$ cat src/rtl/pavana_scan_pkg.sv
// Shared types and helpers for the pavana serial scan I/O harness.
// Holds the unload state encoding and the counter-width helper.
package pavana_scan_pkg;

   localparam int unsigned DEF_IN_W  = 416;
   localparam int unsigned DEF_OUT_W = 400;

   typedef enum logic {
      IDLE   = 1'b0,
      UNLOAD = 1'b1
   } unload_state_e;

   // Counter width able to hold the value n itself.
   function automatic int unsigned cnt_w(input int unsigned n);
      return $clog2(n + 1);
   endfunction

endpackage

$ cat src/rtl/pavana_scan_unload.sv
// Response capture and bit-serial unload: capture register, bit counter,
// IDLE/UNLOAD state machine and the valid/last flags.
module pavana_scan_unload
   import pavana_scan_pkg::*;
#(
   parameter int unsigned OUT_W    = DEF_OUT_W,
   parameter logic        FILL_BIT = 1'b0
) (
   input  logic             clk_i,
   input  logic             rst_i,
   input  logic             rdcfg_i,
   input  logic [OUT_W-1:0] dut_out_i,
   output logic             shiftdata_o,
   output logic             out_valid_o,
   output logic             out_last_o
);

   localparam int unsigned   CW       = cnt_w(OUT_W);
   localparam logic [CW-1:0] CNT_FULL = CW'(OUT_W);
   localparam logic [CW-1:0] CNT_ONE  = CW'(1);

   unload_state_e    state_q, state_d;
   logic [OUT_W-1:0] out_sr_q, out_sr_d;
   logic [CW-1:0]    out_cnt_q, out_cnt_d;

   always_ff @(posedge clk_i or posedge rst_i) begin
      if (rst_i) begin
         state_q   <= IDLE;
         out_sr_q  <= '0;
         out_cnt_q <= '0;
      end else begin
         state_q   <= state_d;
         out_sr_q  <= out_sr_d;
         out_cnt_q <= out_cnt_d;
      end
   end

   // A capture request wins in either state, so a recapture simply restarts the stream.
   always_comb begin
      state_d   = state_q;
      out_sr_d  = out_sr_q;
      out_cnt_d = out_cnt_q;
      if (rdcfg_i) begin
         out_sr_d  = dut_out_i;
         out_cnt_d = CNT_FULL;
         state_d   = UNLOAD;
      end else begin
         case (state_q)
            UNLOAD: begin
               out_sr_d = {FILL_BIT, out_sr_q[OUT_W-1:1]};
               if (out_cnt_q != '0) out_cnt_d = out_cnt_q - CNT_ONE;
               if (out_cnt_q <= CNT_ONE) state_d = IDLE;
            end
            default: state_d = IDLE;
         endcase
      end
   end

   assign shiftdata_o = out_sr_q[0];
   assign out_valid_o = (out_cnt_q != '0);
   assign out_last_o  = (out_cnt_q == CNT_ONE);

endmodule

$ cat src/rtl/pavana_scan_io_harness.sv
// Two-pin serial harness around a wide DUT: serial-in stimulus chain with
// optional shadow/update stage, and a serial-out response unload chain.
module pavana_scan_io_harness
   import pavana_scan_pkg::*;
#(
   parameter int unsigned IN_W      = DEF_IN_W,
   parameter int unsigned OUT_W     = DEF_OUT_W,
   parameter bit          SHADOW_EN = 1'b1,
   parameter logic        FILL_BIT  = 1'b0
) (
   input  logic             clk_i,
   input  logic             rst_i,
   input  logic             shiftdata_i,
   input  logic             shift_en_i,
   input  logic             update_i,
   input  logic             rdcfg_i,
   input  logic [OUT_W-1:0] dut_out_i,
   output logic [IN_W-1:0]  dut_in_o,
   output logic             in_full_o,
   output logic             shiftdata_o,
   output logic             out_valid_o,
   output logic             out_last_o
);

   localparam int unsigned   CW     = cnt_w(IN_W);
   localparam logic [CW-1:0] IN_MAX = CW'(IN_W);
   localparam logic [CW-1:0] CNT_ONE = CW'(1);

   logic [IN_W-1:0] in_sr_q;
   logic [CW-1:0]   in_cnt_q, in_cnt_d;
   logic            in_full_q;

   // An update coinciding with a shift counts that shift as the first of the next load.
   always_comb begin
      in_cnt_d = in_cnt_q;
      if (update_i)
         in_cnt_d = shift_en_i ? CNT_ONE : '0;
      else if (shift_en_i && (in_cnt_q != IN_MAX))
         in_cnt_d = in_cnt_q + CNT_ONE;
   end

   always_ff @(posedge clk_i or posedge rst_i) begin
      if (rst_i) begin
         in_sr_q   <= '0;
         in_cnt_q  <= '0;
         in_full_q <= 1'b0;
      end else begin
         if (shift_en_i) in_sr_q <= {in_sr_q[IN_W-2:0], shiftdata_i};
         in_cnt_q  <= in_cnt_d;
         in_full_q <= (in_cnt_d == IN_MAX);
      end
   end

   assign in_full_o = in_full_q;

   generate
      if (SHADOW_EN) begin : g_shadow
         logic [IN_W-1:0] shadow_q;
         always_ff @(posedge clk_i or posedge rst_i) begin
            if (rst_i)         shadow_q <= '0;
            else if (update_i) shadow_q <= in_sr_q;
         end
         assign dut_in_o = shadow_q;
      end else begin : g_direct
         assign dut_in_o = in_sr_q;
      end
   endgenerate

   pavana_scan_unload #(
      .OUT_W    (OUT_W),
      .FILL_BIT (FILL_BIT)
   ) u_unload (
      .clk_i       (clk_i),
      .rst_i       (rst_i),
      .rdcfg_i     (rdcfg_i),
      .dut_out_i   (dut_out_i),
      .shiftdata_o (shiftdata_o),
      .out_valid_o (out_valid_o),
      .out_last_o  (out_last_o)
   );

endmodule

$ cat config.mk
export PLATFORM = sky130hd
export DESIGN_NAME = pavana_scan_io_harness
export DESIGN_NICKNAME = d
export VERILOG_FILES = /design/src/rtl/pavana_scan_pkg.sv /design/src/rtl/pavana_scan_unload.sv /design/src/rtl/pavana_scan_io_harness.sv
export SDC_FILE = /design/constraint.sdc
export NUM_CORES = 2
export LEC_CHECK = 0
export ABC_CLOCK_PERIOD_IN_PS = 52500
export CAP_MARGIN = 40
export CORE_AREA = 3 3 320 322
export DETAILED_ROUTE_END_ITERATION = 10
export DIE_AREA = 0 0 323 325
export PLACE_DENSITY = 0.75
export SYNTH_ARGS = -nofsm -noshare
export SYNTH_HDL_FRONTEND = slang
export SYNTH_SLANG_ARGS = --single-unit
$ cat constraint.sdc
create_clock -name clk_i -period 52.5 [get_ports clk_i]
set_input_delay 7.875 -clock clk_i [delete_from_list [all_inputs] [get_ports clk_i]]
set_output_delay 7.875 -clock clk_i [all_outputs]
set_load 0.01 [all_outputs]
==> Word-level counts from Yosys, hierarchy flattened <==
Cells that the tools add are included.
{ "op_classes": {"n_bitwise": 0, "eq_ne": 3, "multipliers": 0, "n_div": 0, "reduce_logical": 5, "n_shift": 0, "add_sub_neg": 2, "n_mux": 11, "n_lt_le_gt_ge": 1} }
{ "op_table": {"columns": ["cell", "n"], "rows": [
  ["400-bit 2-to-1 mux", 2],
  ["9-bit 2-to-1 mux", 5],
  ["9-bit by 1-bit adder with 9-bit output, second input constant", 1],
  ["9-bit by 1-bit equality test with 1-bit output, second input constant", 1],
  ["9-bit equality test, second input constant", 1],
  ["9-bit by 1-bit <= comparator with 1-bit output, second input constant", 1],
  ["9-bit != test, second input constant", 1],
  ["9-bit nonzero test", 1],
  ["9-bit by 1-bit subtractor with 9-bit output, second input constant", 1],
  ["1-bit 2-to-1 mux", 4],
  ["2-bit nonzero test", 2],
  ["2-bit AND reduction", 1],
  ["1-bit logical AND", 1]
]} }
{ "totals": {"memories": 0, "register_bits": 1252, "latchBits": 0, "inputBits": 406, "ramBits": 0, "rom_bits": 0, "word_cells": 29, "out_inout_bits": 420} }

==> Logic depth before layout (Yosys ltp) <==
{ "depth": {"depth_word": 5, "depth_mapped": 8, "depth_no_buf": 7} }

==> By module <==
A second synthesis with hierarchy kept.
{ "hier_totals": {"hier_cells": 3618, "hier_area_um2": 50020.5} }
{ "modules_own_cells": {"columns": ["mod", "area_per_inst_um2", "n_inst", "seq_area_each_um2", "cells_each"], "rows": [
  ["pavana_scan_io_harness", 31368.8, 1, 21070.2, 1822],
  ["pavana_scan_unload", 18651.6, 1, 10259.8, 1796]
]} }

==> Least setup slack after synthesis <==
Ideal clock, no wire load.
{ "synth_timing": {"kind": "reg2out", "from": "register u_unload.out_cnt_q[4]", "to": "output port out_valid_o", "slack_ns": 43.150, "path_buffers": 1, "t_required_ns": 44.625, "stages_incl_launch_ff": 4, "t_arrival_ns": 1.475, "path_cell_list": "dfrtp_1 > or4_4 > or4_1 > buf_2"} }
{ "synth_between": {"elab_chain_len": 1} }
{ "synth_lines": {"columns": ["element", "line", "source"], "rows": [
  ["from (decl)", "pavana_scan_unload.sv:24", "logic [CW-1:0] out_cnt_q, out_cnt_d;"],
  ["from (signal assigned)", "pavana_scan_unload.sv:34", "out_cnt_q <= out_cnt_d;"],
  ["9-bit nonzero test", "pavana_scan_unload.sv:60", "assign out_valid_o = (out_cnt_q != '0);"],
  ["to (decl)", "pavana_scan_io_harness.sv:21", "output logic out_valid_o,"]
]} }
No other way between the ends.

==> impl_metrics.tcl <==
set metrics [dict create \
    status "completed" \
    synth_area_leader_cell "dfrtp_1" \
    min_path_type "flip-flop to flip-flop" \
    post_cts_buffers 0 \
    final_cell_mix "dfrtp_1 (1,251), mux2_2 (832), clkdlybuf4s50_1 (822)" \
    maxCapViolCount 0 \
    synth_edf_count 0 \
    p_leak_nw 32.6 \
    route.detailed.drc 0 \
    cts_root_buffer "clkbuf_16" \
    avgSynthCellArea_sq_um 13.8 \
    io_buffers 825 \
    synth_seq_cells 1252 \
    avgViaCountPerCell 5.29 \
    ioPinCount 826 \
    ys_types 39 \
    worstPathRequired_ns 53.39 \
    crit_start "rst_i" \
    holdWs_ns 0.503 \
    place.gp.congestion 0.821 \
    relSlewSlack 0.196 \
    synthCells 3623 \
    worstSetupStartpointType "input port" \
    area_delta_synth_final_pct 28.7 \
    skew_ns 0.0243 \
    synthArstFlopShare 1.00 \
    grt_setup_unrepaired "no" \
    crit_type "input port to asynchronous set/reset pin" \
    crit_path_end_kind "asynchronous set/reset pin" \
    powerDensity_nw_per_um2 34.1 \
    cts_buffer_depth 3 \
    hold_viol 0 \
    min_period_over_period 0.207 \
    synth_ff_type "dfrtp_1" \
    nets 4807 \
    cts_tree "yes" \
    ir_drop_v 0.0000323 \
    yosysSeqAreaShare 0.629 \
    worst_pin_slew_ns 1.21 \
    rr_startpoint "u_unload.state_q" \
    yosysTopAreaCellShare 0.629 \
    dr_total_vias 30713 \
    drive_gt1_frac 0.245 \
    wl_met2_mm 59.0 \
    start_util 0.499 \
    drt-met1-wl_mm 48.3 \
    wl_mm 122 \
    synth_fp_nets 4033 \
    ant_nets 0 \
    mostFrequentLayoutCell "dfrtp_1" \
    grt_pass1_wl_mm 189 \
    coreArea_sq_um 99900 \
    cts_sinks 1252 \
    postCtsHoldBufs 0 \
    syn-cell-area_sq_um 49800 \
    reg2reg_setup_slack_ns 49.43 \
    tns_ns 0 \
    max_freq_mhz 92.2 \
    r2r_cells 6 \
    synth_area_leaders "dfrtp_1 (63%), mux2_2 (19%), mux2i_1 (8.0%)" \
    cts_resized 0 \
    cts.clk_slew.worst_paths_ns 0.06 \
    fp.dieW_um 323 \
    arrival_ns 11.73 \
    dieHeight_um 325 \
    post_drt_wl_per_cell_um 21.0 \
    worstPathMaxFanout 160 \
    drtPass1Iterations 5 \
    drtIter0Drc 2019 \
    rows 116 \
    htree_levels 4 \
    dp_hpwl_mm 83.2 \
    synth_warnings 0 \
    grt_max_degree 293 \
    dieArea_sq_um 105000 \
    antenna_found_initial 21 \
    r2r-end "u_unload.out_sr_q[130]" \
    clk_latency_ns 0.73 \
    cts_buffers 132 \
    fillers 7303 \
    wl_met3_mm 11.8 \
    slew_viol_final 0 \
    setup_viol 0 \
    endpoint "u_unload.out_sr_q[372]" \
    gr-usage-all-layers 0.231 \
    post-route-util 0.642 \
    grt_pass1_vias 32448 \
    fin_crit_ns 10.85 \
    top_layer "met5" \
    gr-total-overflow 0 \
]
worst min path at each step:
stage,start,cells past startpoint,to
after floorplan,u_unload.out_cnt_q[8],2,u_unload.out_cnt_q[8]
after global placement,dut_in_o[65],1,dut_in_o[65]
after detailed placement,dut_in_o[349],1,dut_in_o[349]
after CTS,dut_in_o[64],1,dut_in_o[64]
after global routing,dut_in_o[324],1,dut_in_o[324]
final,dut_in_o[322],1,dut_in_o[322]
metrics by stage:
step	power, mW	cell area [sq um]	cells	setup slack (ns)
after global routing	2.28	64100	5804	41.11
after floorplan	1.15	49800	3623	9.34
after global placement	1.23	59100	5544	39.90
final	2.19	64100	5810	41.65
after CTS	2.22	64100	5797	41.54
after detailed placement	1.24	59500	5561	40.72
Yosys cell counts (2+ instances only):
master    instances
o21a_1            2
nand4_1           3
a21oi_1           7
or4_4             2
clkbuf_1        103
and3_1            2
nor3_1            8
mux2_2          832
buf_1            48
nand3_1           6
xnor2_1           4
buf_2            79
mux2i_1         400
nand2b_1          4
inv_1             7
nand2_1         414
o21ai_0         405
dfrtp_1        1252
nor2_1           17
ha_1              4
xor2_1            6
cells by family after synthesis:
| group | synth area share |
|---|---|
| buffers and inverters | 0.0201 |
| and+or+nand+nor | 0.0374 |
| muxes | 0.268 |
| AOI/OAI and AO/OA | 0.0428 |
| xor gates and xnor gates | 0.00176 |
| adders and majority gates | 0.00100 |
| DFF | 0.629 |
layout make-up:
type,count,area (sq um),share of cell area
multi-input cells,2133,17500,0.273
inverters,7,33.8,0.000527
well taps,1298,1620,0.0253
clock buffers,192,3960,0.0617
clock inverters,44,647,0.0101
flip-flops and latches,1252,31300,0.489
repair buffers,871,9010,0.140
diodes,13,32.5,0.000507
per-layer routing:
layer	vias up	global-route usage
li1	14241	-
met1	15512	0.278
met2	757	0.376
met3	187	0.0986
met4	16	0.0695
met5	-	0
report_power, final:
part	switching, mW	leakage [nW]	total [mW]	internal (mW)
logic	0.0821	13.7	0.174	0.0915
clock network	0.382	2.25	0.972	0.589
registers	0.0301	16.7	1.04	1.01
critical path, cell delays in order:
cell             delay (ns)
clkdlybuf4s50_1        0.49
inv_8                  0.59
buf_4                  0.51
buf_4                  0.65
buf_12                 0.54
buf_4                  0.46
buf_16                 0.28
flip-flops by register name, summed over array words and instances (netlist names):
name                flops
in_full_o               1
u_unload.out_cnt_q      9
dut_in_o              416
in_cnt_q                9
u_unload.state_q        1
u_unload.out_sr_q     400
in_sr_q               416
Note: power is estimated with default switching activity, not from simulation.
